--- src/rtl/mult_operand_sequencer.sv ---
// Operand front-end for the shift-and-add multiplier: buffers signed operand pairs,
// issues their magnitudes to the multiplier, and returns the sign-corrected product.
module mult_operand_sequencer #(
   parameter int WIDTH       = 16,
   parameter int DEPTH       = 4,
   parameter int MUL_LATENCY = 17
) (
   input  logic                     clk,
   input  logic                     rst,
   input  logic                     in_valid,
   output logic                     in_ready,
   input  logic [WIDTH-1:0]         in_a,
   input  logic [WIDTH-1:0]         in_b,
   output logic [WIDTH-1:0]         mul_x,
   output logic [WIDTH-1:0]         mul_y,
   output logic                     mul_start,
   input  logic [2*WIDTH-1:0]       mul_product,
   output logic                     out_valid,
   input  logic                     out_ready,
   output logic [2*WIDTH-1:0]       out_product,
   output logic                     busy,
   output logic [$clog2(DEPTH):0]   fifo_count,
   output logic [1:0]               dbg_state
);

   localparam int AW = $clog2(DEPTH);
   localparam int CW = $clog2(MUL_LATENCY + 1);
   localparam logic [AW:0]   FULL_COUNT = (AW + 1)'(DEPTH);
   localparam logic [CW-1:0] LAT_LOAD   = CW'(MUL_LATENCY - 1);

   typedef enum logic [1:0] {
      S_IDLE   = 2'd0,
      S_ISSUE  = 2'd1,
      S_WAIT   = 2'd2,
      S_OUTPUT = 2'd3
   } state_t;

   // Handshakes: a transfer occurs on a rising edge where valid and ready are both
   // high; valid never waits on ready, and payload is held while valid && !ready.

   state_t                 r_state;
   logic [WIDTH-1:0]       r_mem_a [DEPTH];
   logic [WIDTH-1:0]       r_mem_b [DEPTH];
   logic [AW-1:0]          r_wr_ptr;
   logic [AW-1:0]          r_rd_ptr;
   logic [AW:0]            r_count;
   logic [WIDTH-1:0]       r_mul_x;
   logic [WIDTH-1:0]       r_mul_y;
   logic                   r_neg;
   logic                   r_mul_start;
   logic [CW-1:0]          r_lat_cnt;
   logic                   r_out_valid;
   logic [2*WIDTH-1:0]     r_out_product;

   logic                   w_push;
   logic                   w_pop;
   logic [WIDTH-1:0]       w_head_a;
   logic [WIDTH-1:0]       w_head_b;
   logic [WIDTH-1:0]       w_abs_a;
   logic [WIDTH-1:0]       w_abs_b;
   logic [2*WIDTH-1:0]     w_signed_product;

   assign in_ready = !rst && (r_count != FULL_COUNT);
   assign w_push   = in_valid && in_ready;
   assign w_pop    = (r_state == S_IDLE) && (r_count != '0);

   assign w_head_a = r_mem_a[r_rd_ptr];
   assign w_head_b = r_mem_b[r_rd_ptr];
   // The most negative operand negates to itself, which read unsigned is its magnitude.
   assign w_abs_a  = w_head_a[WIDTH-1] ? -w_head_a : w_head_a;
   assign w_abs_b  = w_head_b[WIDTH-1] ? -w_head_b : w_head_b;
   assign w_signed_product = r_neg ? -mul_product : mul_product;

   always_ff @(posedge clk) begin
      if (w_push) begin
         r_mem_a[r_wr_ptr] <= in_a;
         r_mem_b[r_wr_ptr] <= in_b;
      end
   end

   always_ff @(posedge clk or posedge rst) begin
      if (rst) begin
         r_wr_ptr <= '0;
         r_rd_ptr <= '0;
         r_count  <= '0;
      end else begin
         if (w_push) r_wr_ptr <= r_wr_ptr + AW'(1);
         if (w_pop)  r_rd_ptr <= r_rd_ptr + AW'(1);
         case ({w_push, w_pop})
            2'b10:   r_count <= r_count + (AW + 1)'(1);
            2'b01:   r_count <= r_count - (AW + 1)'(1);
            default: r_count <= r_count;
         endcase
      end
   end

   always_ff @(posedge clk or posedge rst) begin
      if (rst) begin
         r_state       <= S_IDLE;
         r_mul_x       <= '0;
         r_mul_y       <= '0;
         r_neg         <= 1'b0;
         r_mul_start   <= 1'b0;
         r_lat_cnt     <= '0;
         r_out_valid   <= 1'b0;
         r_out_product <= '0;
      end else begin
         r_mul_start <= 1'b0;
         case (r_state)
            S_IDLE: begin
               if (w_pop) begin
                  r_mul_x     <= w_abs_a;
                  r_mul_y     <= w_abs_b;
                  r_neg       <= w_head_a[WIDTH-1] ^ w_head_b[WIDTH-1];
                  r_mul_start <= 1'b1;
                  r_state     <= S_ISSUE;
               end
            end
            S_ISSUE: begin
               r_lat_cnt <= LAT_LOAD;
               r_state   <= S_WAIT;
            end
            S_WAIT: begin
               // Counter reaches zero on the edge the multiplier result becomes valid.
               if (r_lat_cnt == '0) begin
                  r_out_product <= w_signed_product;
                  r_out_valid   <= 1'b1;
                  r_state       <= S_OUTPUT;
               end else begin
                  r_lat_cnt <= r_lat_cnt - CW'(1);
               end
            end
            S_OUTPUT: begin
               if (out_ready) begin
                  r_out_valid <= 1'b0;
                  r_state     <= S_IDLE;
               end
            end
            default: r_state <= S_IDLE;
         endcase
      end
   end

   assign mul_x       = r_mul_x;
   assign mul_y       = r_mul_y;
   assign mul_start   = r_mul_start;
   assign out_valid   = r_out_valid;
   assign out_product = r_out_product;
   assign fifo_count  = r_count;
   assign busy        = (r_state != S_IDLE) || (r_count != '0);
   assign dbg_state   = r_state;

endmodule

--- config.mk ---
export PLATFORM = sky130hd
export DESIGN_NAME = mult_operand_sequencer
export DESIGN_NICKNAME = d
export VERILOG_FILES = /design/src/rtl/mult_operand_sequencer.sv
export SDC_FILE = /design/constraint.sdc
export NUM_CORES = 1
export LEC_CHECK = 0
export CAP_MARGIN = 20
export CORE_ASPECT_RATIO = 1.4
export CORE_MARGIN = 4
export CORE_UTILIZATION = 40
export CTS_CLUSTER_SIZE = 28
export DETAILED_ROUTE_END_ITERATION = 10
export SETUP_SLACK_MARGIN = 0.1
export SYNTH_ARGS = -nofsm -noshare
export SYNTH_HDL_FRONTEND = slang
export SYNTH_SLANG_ARGS = --single-unit
--- constraint.sdc ---
create_clock -name clk -period 7.3 [get_ports clk]
set_input_delay 1.825 -clock clk [delete_from_list [all_inputs] [get_ports clk]]
set_output_delay 1.825 -clock clk [all_outputs]
set_load 0.02 [all_outputs]
# Word-level counts from Yosys, hierarchy flattened

Memory sizes are Yosys's and may differ from the RTL's.
Index checks and enable logic that the tools add are counted.

Add/sub/neg operators: 8
Multipliers: 0
Divide/modulo/power cells: 0
$lt $le $gt $ge: 0
Eq/ne operators: 10
Shift-type cells: 0
Multiplexer cells: 17
Bitwise gates (word level): 1
Reduce and logical (&&, ||, !) cells: 17

Operators with widths:

| cell                                                                  | count |
|---|---|
| 16-bit 2-to-1 mux                                                     | 2 |
| 32-bit 2-to-1 mux                                                     | 1 |
| 16-bit negator                                                        | 2 |
| 32-bit negator                                                        | 1 |
| 5-bit case mux with 2 select lines                                    | 1 |
| 2-bit inequality test, second input constant                          | 4 |
| 2-bit case mux with 4 select lines                                    | 1 |
| 2-bit nonzero test                                                    | 4 |
| 2-bit equality test, second input constant                            | 3 |
| 1-bit 2-to-1 mux                                                      | 6 |
| 2-bit 2-to-1 mux                                                      | 3 |
| 3-bit case mux with 2 select lines                                    | 1 |
| 2-bit AND reduction                                                   | 3 |
| 3-bit AND reduction                                                   | 2 |
| 5-bit zero test                                                       | 1 |
| 5-bit 2-to-1 mux                                                      | 1 |
| 5-bit by 1-bit subtractor with 5-bit output, second input constant    | 1 |
| 2-bit by 1-bit adder with 2-bit output, second input constant         | 2 |
| 2-bit by 1-bit equality test with 1-bit output, second input constant | 2 |
| 3-bit by 1-bit adder with 3-bit output, second input constant         | 1 |
| 1-bit logical AND                                                     | 3 |
| 3-bit inequality test, second input constant                          | 1 |
| 3-bit nonzero test                                                    | 1 |
| 3-bit by 1-bit subtractor with 3-bit output, second input constant    | 1 |
| other kinds (5)                                                       | 5 |

Flip-flop bits (word level): 81
Latch bits: 0
Bits in writable memories: 128
Bits in read-only memories: 0
Word-level logic and storage cells: 66
Memories kept: 2

Memories:

| memory  | words | bits a word | rd ports | clocked after Yosys merged registers in | write ports | RTL line | RTL |
|---|---|---|---|---|---|---|---|
| r_mem_a | 4     | 16          | 1        | 0                                       | 1           | 42       | `logic [WIDTH-1:0] r_mem_a [DEPTH];` |
| r_mem_b | 4     | 16          | 1        | 0                                       | 1           | 43       | `logic [WIDTH-1:0] r_mem_b [DEPTH];` |

# Logic depth before layout (Yosys ltp)

Gate-level depths: netlist of the first run.

Depth after elaboration: 5
Depth in mapped cells: 12
Mapped depth without buffers: 10

# Worst setup path after synthesis of the first run

Ideal clock, no wire load.

Path kind: input to output
From: input rst
To: output in_ready
Arrival: 2314 ps
Required time: 5475 ps
Path slack: 3161 ps
Cell stages on the path: 1
Cells stage by stage: a31oi_1

Cells in the longest elaborated chain, start to end: 2

Ends and longest elaborated chain:

| element                   | RTL line | RTL |
|---|---|---|
| start, declared           | 9        | `input logic rst,` |
| 1-bit zero test (no line) | -        |  |
| 1-bit logical AND         | 63       | `assign in_ready = !rst && (r_count != FULL_COUNT);` |
| end, declared             | 11       | `output logic in_ready,` |

Every way passes these cells.

# Final worst setup path of the first run

Ends and elaborated chain as after synthesis.

==> flow_summary_export.csv, run 1 <==
group,metric,value,unit
synthesis,synth_area_leaders,"edfxtp_1 42%, dfrtp_1 22%, mux4_2 7.4%, xor2_1 4.4%, o21ai_0 2.4%",
setup_path,crit_required,5.48,ns
die,fp.dieW,136,um
clocking,clk-insertion-delay-late,0.51,ns
setup_path,crit_type,"input port to output pin",
run,cap_violations,0,
grt,grt_max_degree,65,
power_and_ir_drop,vdd_drop_max,0.212,mV
clocking,hold_buffers,0,
setup_path,crit_family,"buffers and inverters",
synthesis,synth_fp_nets,743,
grt,antenna_found_initial,2,
final_layout,area_growth,27.9,%
synthesis,synthAdderAreaFrac,0.0200,
final_layout,final_nets,889,
place,hpwl,14400,um
place,place.gp.congestion,0.791,
setup_path,cp_cell_sequence,"clkdlybuf4s50_1, a31oi_1, clkdlybuf4s50_1",
route,via_count,5842,
sta,period_share,0.704,
route,routed_wl,21300,um
final_layout,fin_util,0.518,
setup_path,critical_path_cell_count,3,
sta,period_minus_slack,5.14,ns
clocking,htree_levels,1,
power_and_ir_drop,p_per_area,434,nW/um^2
synthesis,syn_inst,661,
die,core.rowCount,65,
synthesis,synthesis.area,9120,sq um
power_and_ir_drop,internal-power,3.25,mW
sta,final_max_slew_viol_count,0,
grt,gr-usage-met2,0.310,
clocking,cts.path.max_buffers,3,
setup_path,crit_top_cell,"clkdlybuf4s50_1",
die,dieArea,25300,sq um
route,drt_iter0_drc,286,
synthesis,synth.distinct_cells,47,
clocking,ctsResizeCount,0,
synthesis,synth-compound-area-share,0.0802,
grt,use_met3,0.0337,
sta,hold_ws,0.468,ns
grt,grt_pass1_vias,6335,
synthesis,synth_top_area_frac,0.421,
setup_path,reg2reg_from,"r_rd_ptr[0]",
setup_path,setup.worst_path.end,"in_ready",
setup_path,cp_slowest_cell,"clkdlybuf4s50_1",
status,status,"completed",
power_and_ir_drop,p_clk_frac,0.245,
die,die_y,187,um
synthesis,synth_edf_count,128,
clocking,clk_pin_slew_worst_paths,0.06,ns
die,ios,141,
synthesis,synth_top_family_by_area,"multiplexers",
power_and_ir_drop,sw_frac_of_total,0.356,
clocking,cts_tree,"yes",
setup_path,reg2reg_slack,3.46,ns
sta,relSlewSlack,0.344,
route,post_drt_wl_per_cell,19.0,um
final_layout,final_cell_area,11700,sq um
sta,timing.final.hold_violations,0,
route,via_per_inst,5.20,
synthesis,yosysSeqAreaShare,0.644,
synthesis,synth_mux_area_frac,0.0881,
power_and_ir_drop,power_frac_comb,0.405,
setup_path,startpoint_type,"input port",
sta,fmax,195,MHz
synthesis,synth-main-ff-cell,"edfxtp_1",
final_layout,layout-drive-gt1-share,0.114,
setup_path,slowest_delay,0.69,ns
sta,finClkSkew,0.0166,ns
route,ant_nets,0,
route,drc_errors,0,
grt,grt_pass1_wl,33700,um
clocking,postCtsSetupBuffers,0,
die,core-area,22500,sq um
clocking,clock_sinks,209,
route,first_pass_iters,4,
sta,rsz0062_at_grt,"no",
grt,busiest_layer,"met2",
setup_path,regToRegEndpoint,"mul_x[14]",
clocking,numCtsBuffers,22,
synthesis,ys.warnings.count,0,
synthesis,synth_common_cells,"128 x edfxtp_1, 81 x dfrtp_1, 56 x nand2_1",
power_and_ir_drop,seq_power_share,0.350,
setup_path,setup.worst_path.start,"rst",
synthesis,yosysMostFrequentCell,"edfxtp_1",
die,start_util,0.405,
synthesis,yosys.area_share.xor_xnor,0.0605,
sta,worst_pin_slew,0.984,ns
worst_hold_path,worstHoldPathType,"flop to flop",
synthesis,yosys.area.top_type,"edfxtp_1",
grt,grt_usage,0.169,
power_and_ir_drop,power_switching,1.80,mW
sta,finalSetupViolations,0,
setup_path,path_buf_inv,2,
place,place_area,10900,sq um
grt,grtUsageMet1,0.202,
clocking,clock-root-buffer,"clkbuf_16",
place,portBuffers,140,
synthesis,async_flop_share,0.388,
setup_path,cp_max_fo,6,
synthesis,yosys.area_share.simple,0.0835,
power_and_ir_drop,leakage,4.23,nW
setup_path,arrival,3.31,ns
setup_path,cp-end-kind,"output pin",
synthesis,synth_seq_cells,209,
grt,overflow,0,
setup_path,r2r_cells,10,
synthesis,synth_area_per_cell,13.8,sq um
sta,fin_setup_tns,0,ns
-- power by group through the flow --
| stage | Sequential, mW | Clock (mW) | Combinational (mW) |
|---|---|---|---|
| 2_1_floorplan | 1.91 | 0 | 1.18 |
| 3_3_place_gp | 1.77 | 0 | 2.02 |
| 3_5_place_dp | 1.79 | 0 | 2.07 |
| 4_1_cts | 1.77 | 1.27 | 2.08 |
| 5_1_grt | 1.80 | 1.32 | 2.25 |
| 6_report | 1.77 | 1.24 | 2.05 |
-- worst register-to-register path, delay by kind of cell, from the launching register on --
| family | cells | cell delay (ns) |
|---|---|---|
| flip-flops | 1 | 0.75 |
| XOR/XNOR | 1 | 0.24 |
| buffers and inverters | 2 | 0.64 |
| AO/OA/AOI/OAI | 3 | 0.55 |
| adder cells (fa/ha/maj) | 1 | 0.19 |
| multiplexers | 1 | 0.58 |
| AND/OR/NAND/NOR | 2 | 0.75 |
-- cell usage in the layout, fill, tap and decap left out, types with 3 or more instances in the layout --
master / n
or4_4: 4
ha_1: 13
a31oi_1: 5
clkbuf_16: 23
inv_1: 22
mux2_2: 6
edfxtp_1: 128
or3_1: 3
nor2_1: 46
clkinvlp_4: 3
nor2b_1: 3
clkinv_1: 3
mux2i_1: 6
xnor2_1: 17
nor3_1: 8
nand3_1: 7
o21ai_1: 7
buf_4: 9
o31ai_1: 18
and3_1: 4
o21ai_0: 43
dfrtp_1: 80
clkdlybuf4s50_1: 140
nor4_1: 7
clkinv_2: 3
a21oi_1: 36
o41ai_1: 4
xor2_1: 46
bufinv_16: 6
mux4_2: 30
nand2_1: 56
or4_1: 8
-- registers in the layout (all words and copies together) (netlist names) --
name         flops
dbg_state        2
fifo_count       3
mul_start        1
mul_x           16
mul_y           16
out_product     32
out_valid        1
r_lat_cnt        5
r_mem_a         64
r_mem_b         64
r_neg            1
r_rd_ptr         2
r_wr_ptr         2
-- kinds of logic after synthesis --
group,after synthesis
buf+inv,51
flops,209
fa+ha+maj,14
compound gates,123
mux,42
simple gates,159
xor+xnor,63
-- worst min path at each step --
stage	start	end	slack, ns	cells after the start
floorplan	r_lat_cnt[4]	r_lat_cnt[4]	0.47	2
global placement	mul_x[15]	mul_x[15]	0.46	2
detailed placement	mul_x[15]	mul_x[15]	0.46	2
CTS	mul_x[15]	mul_x[15]	0.48	2
global route	mul_y[6]	mul_y[6]	0.51	2
finish	mul_x[15]	mul_x[15]	0.47	2
-- layer usage --
layer  wire (um)  vias up
met5          13        -
met4         284        2
met3        1260       21
met2       11300      156
met1        8500     2923
li1            -     2740
-- through the flow --
stage	setup slack [ns]	instances	total power, mW
final	2.16	1124	5.06
after global routing	2.07	1124	5.38
after detailed placement	2.15	1084	3.87
after floorplan	3.16	661	3.10
after global placement	2.23	1084	3.80
after CTS	2.14	1123	5.13
-- area by class of cell --
type	instances	area (sq um)
fill	1947	10900
timing repair buffer	149	1470
multi-input combinational	401	3040
antenna	1	2.50
sequential	209	5870
tap	301	377
clock inverter	14	229
clock buffer	25	583
inverter	24	91.3
Power figures use the tool's default switching activity.
==> inputs of run 2 (changes only) <==
==> constraint.sdc (replaced) <==
create_clock -name clk -period 4.4 [get_ports clk]
set_input_delay 1.1 -clock clk [delete_from_list [all_inputs] [get_ports clk]]
set_output_delay 1.1 -clock clk [all_outputs]
set_load 0.02 [all_outputs]
==> run 2 against run 1 <==
Compared with the run above:
- power up 60%
- first-iteration DRC count down 10%
- core utilization down 0.47 points
- global-route usage down 0.64 points
- combinational power up 67%
- design area down 0.91%
- register-to-register slack worse by 2.2 ns
- non-clock buffer count up 5
- largest cell class unchanged
==> flow_summary_export.csv, run 2 (synthesis results as in run 1) <==
group,metric,value,unit
setup_path,crit_required,3.30,ns
sta,fin_setup_tns,0,ns
sta,worst_pin_slew,0.988,ns
clocking,cts_tree,"yes",
sta,relSlewSlack,0.340,
final_layout,area_growth,26.7,%
place,place_area,10900,sq um
sta,period_share,0.833,
clocking,hold_buffers,0,
sta,final_max_slew_viol_count,0,
place,portBuffers,140,
sta,timing.final.hold_violations,0,
die,fp.dieW,136,um
final_layout,final_nets,893,
grt,gr-usage-met2,0.301,
status,status,"completed",
setup_path,startpoint_type,"input port",
die,ios,141,
setup_path,cp_max_fo,6,
power_and_ir_drop,vdd_drop_max,0.446,mV
route,ant_nets,0,
setup_path,arrival,2.57,ns
die,core.rowCount,65,
final_layout,final_common_cell,"clkdlybuf4s50_1",
place,place.gp.congestion,0.758,
setup_path,setup.worst_path.start,"rst",
grt,overflow,0,
grt,use_met3,0.0351,
route,via_count,5776,
route,post_drt_wl_per_cell,18.4,um
route,drc_errors,0,
die,core-area,22500,sq um
die,dieArea,25300,sq um
setup_path,crit_type,"input port to output pin",
clocking,cts.path.max_buffers,3,
run,cap_violations,0,
sta,fmax,273,MHz
route,drt_iter0_drc,256,
grt,grt_max_degree,64,
grt,busiest_layer,"met2",
power_and_ir_drop,finalPower,8.08,mW
worst_hold_path,min_from,"mul_x[15]",
setup_path,reg2reg_slack,1.23,ns
final_layout,num-fill-cells,1952,
final_layout,final_cell_mix,"140 x clkdlybuf4s50_1, 128 x edfxtp_1, 80 x dfrtp_1, 56 x nand2_1",
final_layout,final_cell_area,11600,sq um
final_layout,multi_input_area,3040,sq um
route,first_pass_iters,4,
clocking,numCtsBuffers,21,
final_layout,seq_area,5870,sq um
clocking,postCtsSetupBuffers,0,
setup_path,reg2reg_from,"r_rd_ptr[0]",
die,start_util,0.405,
route,via_per_inst,5.13,
clocking,clock-root-buffer,"clkbuf_16",
power_and_ir_drop,leakage,4.19,nW
grt,grt_pass1_wl,32800,um
grt,grtUsageMet1,0.190,
final_layout,antenna_cells,0,
route,routed_wl,20800,um
clocking,clock_sinks,209,
clocking,ctsResizeCount,0,
clocking,clk_pin_slew_worst_paths,0.06,ns
grt,grt_usage,0.163,
final_layout,layout-drive-gt1-share,0.112,
setup_path,cp-end-kind,"output pin",
clocking,htree_levels,1,
sta,rsz0062_at_grt,"no",
worst_hold_path,worstHoldPathType,"flop to flop",
sta,finalSetupViolations,0,
place,hpwl,14300,um
grt,antenna_found_initial,1,
sta,period_minus_slack,3.67,ns
die,die_y,187,um
grt,grt_pass1_vias,6270,
sta,finClkSkew,0.00945,ns
clocking,clk-insertion-delay-late,0.49,ns
power_and_ir_drop,p_per_area,699,nW/um^2
[run 2: changes by cell type in the layout (fill, tap and decap cells not counted), sizes merged]
cell / previous run / this run
buf: 9 / 14
bufinv: 6 / 2
clkbuf: 25 / 30
clkinv: 6 / 5
clkinvlp: 3 / 2
diode: 1 / 0
inv: 23 / 22
[run 2: metrics by stage]
stage | utilization | cells | setup slack (ns) | hold slack [ns]
2_1_floorplan | - | 661 | 1.20 | 0.468
3_3_place_gp | 0.484 | 1089 | 0.478 | 0.468
3_5_place_dp | 0.484 | 1089 | 0.407 | 0.476
4_1_cts | 0.513 | 1126 | 0.742 | 0.490
5_1_grt | 0.513 | 1126 | 0.680 | 0.506
6_report | 0.513 | 1126 | 0.733 | 0.479
[run 2: critical path: stages]
cell and delay (ns):
clkdlybuf4s50_1 0.44, a31oi_1 0.34, clkdlybuf4s50_1 0.69
[run 2: path summary, 6_finish.rpt]
check / endpoint / depth (start not counted)
min in group asynchronous: fifo_count[1] / 2
hold / removal: mul_x[15] / 2
hold reg to reg: mul_x[15] / 2
setup / recovery: in_ready / 3
max in group asynchronous: out_product[11] / 3
setup reg to reg: mul_x[10] / 9
[run 2: where the power goes]
group | total, mW | internal [mW] | leakage [nW] | switching, mW
logic | 3.43 | 1.55 | 1.78 | 1.89
registers | 2.91 | 2.58 | 2.10 | 0.333
clock network | 1.73 | 1.02 | 0.313 | 0.716
total | 8.08 | 5.14 | 4.19 | 2.94
[run 2: metal layers]
layer	vias up	wire [um]	part of all wire
met2	164	10700	0.52
met3	35	1330	0.064
met5	-	13	0.00063
met4	2	386	0.019
li1	2738	-	-
met1	2837	8320	0.40
[run 2: final cells by class]
class / instances / share of cell area
clock inverters: 7 / 0.00769
multi-input cells: 401 / 0.263
clock buffers: 30 / 0.0493
well taps: 301 / 0.0326
inverters: 24 / 0.00790
repair buffers: 154 / 0.131
flip-flops and latches: 209 / 0.508
==> inputs of run 3 (changes only) <==
==> constraint.sdc (replaced) <==
create_clock -name clk -period 3.1 [get_ports clk]
set_input_delay 0.775 -clock clk [delete_from_list [all_inputs] [get_ports clk]]
set_output_delay 0.775 -clock clk [all_outputs]
set_load 0.02 [all_outputs]
==> run 3 against run 2 <==
Compared with the run above:
- register-to-register slack worse by 1.1 ns
- core utilization up 2.0 points
- global-route usage up 0.30 points
- power up 47%
- hold slack worse by 0.0011 ns
- clock power up 55%
- largest power group unchanged
- sequential cell count unchanged
- worst setup slack worse by 0.61 ns
==> flow_summary_export.csv, run 3 (synthesis results as in run 1) <==
group,metric,value,unit
place,hpwl,14600,um
clocking,hold_buffers,0,
die,dieArea,25300,sq um
grt,grt_pass1_vias,6393,
clocking,clk_pin_slew_worst_paths,0.06,ns
clocking,cts.path.max_buffers,3,
route,via_per_inst,5.13,
clocking,clock-root-buffer,"clkbuf_16",
setup_path,cp_max_fo,12,
setup_path,crit_top_cell,"or4_4",
final_layout,layout-drive-gt1-share,0.166,
die,fp.dieW,136,um
route,drt_iter0_drc,231,
die,ios,141,
die,core-area,22500,sq um
route,via_count,5964,
grt,grt_usage,0.166,
clocking,htree_levels,1,
setup_path,reg2reg_slack,0.12,ns
route,first_pass_iters,4,
setup_path,cp-end-kind,"flop",
power_and_ir_drop,finalPower,11.9,mW
clocking,clk-insertion-delay-late,0.50,ns
die,start_util,0.405,
power_and_ir_drop,p_per_area,987,nW/um^2
sta,finalSetupViolations,0,
sta,period_minus_slack,2.98,ns
power_and_ir_drop,vdd_drop_max,0.459,mV
route,routed_wl,21400,um
sta,layout_setup_ws,0.124,ns
sta,final_max_slew_viol_count,0,
sta,timing.final.hold_violations,0,
sta,rsz0062_at_grt,"yes",
final_layout,fin_util,0.534,
die,core.rowCount,65,
setup_path,crit_required,3.46,ns
final_layout,antenna_cells,0,
setup_path,crit_type,"flop to flop",
sta,relSlewSlack,0.324,
final_layout,final_cell_mix,"140 x clkdlybuf4s50_1, 128 x edfxtp_1, 80 x dfrtp_1, 56 x nand2_1",
sta,period_share,0.960,
worst_hold_path,worstHoldPathType,"flop to flop",
setup_path,startpoint_type,"flop",
place,portBuffers,140,
setup_path,arrival,3.33,ns
status,status,"completed",
clocking,cts_tree,"yes",
grt,grt_max_degree,82,
route,drc_errors,0,
die,die_y,187,um
grt,antenna_found_initial,1,
final_layout,final_common_cell,"clkdlybuf4s50_1",
setup_path,slowest_delay,0.60,ns
final_layout,area_growth,31.8,%
final_layout,final_nets,928,
route,post_drt_wl_per_cell,18.4,um
power_and_ir_drop,leakage,4.44,nW
sta,finClkSkew,0.0116,ns
place,place.gp.congestion,0.845,
place,post-place-ws,-0.360,ns
sta,worst_pin_slew,1.01,ns
clocking,numCtsBuffers,22,
run,cap_violations,0,
clocking,clock_sinks,209,
setup_path,cp_cell_sequence,"buf_4, mux4_2, or4_4, or4_4, o21ai_2, xor2_1, o21ai_1",
final_layout,num-fill-cells,1875,
setup_path,cp_slowest_cell,"or4_4",
route,ant_nets,0,
grt,grt_pass1_wl,33500,um
grt,overflow,0,
sta,fmax,336,MHz
## run 3: cell types whose count changed in the layout (fill, tap and decap cells not counted), moves of 2 or more
cell        before  now
clkbuf_1         8    3
clkinvlp_4       2    0
clkinv_2         3    8
o31ai_1         18   16
buf_12           1    5
or4_1            8    6
buf_4           13   43
clkbuf_16       21   23
or4_4            4    6
o41ai_1          4    2
## run 3: worst paths after layout
path | startpoint | depth (start not counted) | to
max in group asynchronous | rst | 3 | r_rd_ptr[0]
min in group asynchronous | rst | 3 | mul_y[7]
hold / removal | mul_y[3] | 2 | mul_y[3]
hold reg to reg | mul_y[3] | 2 | mul_y[3]
setup / recovery | r_rd_ptr[0] | 7 | mul_y[14]
setup reg to reg | r_rd_ptr[0] | 7 | mul_y[14]
## run 3: what timing repair did
action / in CTS / in global routing
setup buffers: 1 / 1
pin swaps: 2 / 3
resized for setup: 2 / 10
gates cloned: 0 / 0
setup endpoints to repair: 4 / 15
## run 3: layout make-up
| class | count | area (sq um) | share of cell area |
|---|---|---|---|
| Inverter | 24 | 91.3 | 0.00760 |
| Sequential cell | 209 | 5870 | 0.489 |
| Tap cell | 301 | 377 | 0.0313 |
| Clock inverter | 13 | 141 | 0.0118 |
| Timing Repair Buffer | 188 | 1820 | 0.152 |
| Multi-Input combinational cell | 401 | 3110 | 0.259 |
| Clock buffer | 27 | 601 | 0.0500 |
## run 3: power breakdown
group | switching (mW) | total (mW) | internal, mW
clock network | 1.05 | 2.68 | 1.63
logic | 2.76 | 5.07 | 2.31
registers | 0.453 | 4.11 | 3.65
## run 3: per-layer routing
metal | up-vias | wire length (um) | global-route usage | share of wire
li1 | 2808 | - | - | -
met1 | 2952 | 8470 | 0.198 | 0.40
met2 | 171 | 11400 | 0.309 | 0.53
met3 | 31 | 1160 | 0.0283 | 0.054
met4 | 2 | 361 | 0.0380 | 0.017
met5 | - | 7 | 0 | 0.00033
## run 3: worst max-delay path: cells and delay by family, from the launching register on
kind / cells / cell delay (ns)
multiplexers: 1 / 0.56
AND/OR/NAND/NOR: 2 / 1.14
flip-flops: 1 / 0.48
buffers and inverters: 1 / 0.30
XOR/XNOR: 1 / 0.15
AO/OA/AOI/OAI: 2 / 0.21
## run 3: metrics by stage
stage	hold WS, ns	instances	area, sq um	setup TNS, ns
finish	0.478	1163	12000	0
global route	0.500	1163	12000	0
CTS	0.483	1162	12000	0
detailed placement	0.470	1121	11200	-3.61
global placement	0.470	1121	11200	-3.25
floorplan	0.468	661	9130	0
==> RTL change: new RTL, flow settings as in run 3 <==
The parameter `MUL_LATENCY` goes from 17 to 34.
--- a/src/rtl/mult_operand_sequencer.sv
+++ b/src/rtl/mult_operand_sequencer.sv
@@ -4,5 +4,5 @@
    parameter int WIDTH       = 16,
    parameter int DEPTH       = 4,
-   parameter int MUL_LATENCY = 17
+   parameter int MUL_LATENCY = 34
 ) (
    input  logic                     clk,
Formal check against the unedited RTL: no difference found for any inputs over 10 cycles, from zero or initial values and one cycle with rst high; that may be too few to reach the edited logic, so the function may still have changed.
==> RTL change against run 3 <==
  * Largest cell class unchanged
  * Power fell by 0.31%
  * Synthesized cell count rose by 1.5%
  * Largest power group unchanged
  * Sequential share of layout area barely moved
  * Area after synthesis is 1.7% higher
  * Worst setup slack improved by 87 ps
  * Routed wire length shrank 4.0%
  * Final area rose by 0.36%
  * Sequential cell count grew 1
==> RTL change: results (changes against run 3) <==
Crit Reg-Reg Endpoint: mul_y[10]$_DFFE_PP0P_
number of library cell types mapped by synthesis: 53 (+13%)
Syn Inst Count: 671 (+1.5%)
Endpoint, Worst Hold: mul_x[4]$_DFFE_PP0P_
post-synthesis compound-gate area fraction: 0.08338 (+0.003142)
Worst Path Arrival: 2110 ps (-1220 ps)
R2R cell count: 9 (+2)
placed cells: 1124 (+0.27%)
Setup crit start: rst
GRT Util Overall: 0.1607 (-0.005233)
XOR/XNOR Fraction of Synth Area: 0.06233 (+0.001846)
clk_skew: 7.414 ps (-4.156 ps)
Max-Slew Margin vs Limit: 0.3225 (-0.001732)
Pre-Repair DR Iteration Count: 5 (+1)
Synth Net Count: 754 (+1.5%)
area of the multi-input gates: 3168 sq um (+1.8%)
R2R setup slack: 270 ps (+150 ps)
Lkg Pwr: 0.004531 uW (+2.0%)
hold slack: 475.8 ps (-2.488 ps)
Routability Congestion: 0.9028 (+6.9%)
ys async rst share: 0.3905 (+0.002916)
CP Max Fanout: 2 (-10)
Max Clk Rate: 0.3461 GHz (+3.0%)
Max VDD drop: 411.6 uV (-10%)
Routed WL per cell: 17.65 um (-4.2%)
DR iter-0 viols: 291 (+26%)
post-synthesis adder-cell area fraction: 0.02105 (+0.001022)
share of cells above drive strength 1: 0.1468 (-0.01907)
outcome: complete, no violations
DR vias/cell: 5.106 (-0.42%)
CP endpoint: in_ready
[RTL change: final cells by class]
cell class,count,share of cell area
clock buffer,28,0.05010
clock inverter,12,0.009543
inverter,21,0.006638
multi-input combinational,412,0.2626
sequential,210,0.4889
tap,301,0.03122
timing repair buffer,182,0.1510
[RTL change: worst max-delay path, cell delays in order]
cell and delay, ps:
clkdlybuf4s50_1 450, a31oi_1 230, clkdlybuf4s50_1 660
[RTL change: power by group]
part           internal, uW  total [uW]  switching, uW
logic                  2340        5080           2740
clock network          1550        2600           1050
registers              3700        4150            455
[RTL change: routing by layer]
metal / up-vias / routed length [um] / global-route usage
met5: - / 0 / 0
met4: 0 / 589 / 0.05431
met3: 41 / 1324 / 0.02630
met2: 189 / 10390 / 0.2823
met1: 2897 / 8273 / 0.1993
li1: 2827 / - / -
[RTL change: timing repair]
| action | in CTS | in global routing |
|---|---|---|
| endpoints found under the setup margin | 0 | 2 |
| hold endpoints to repair | 0 | 0 |
| buffers inserted | 0 | 0 |
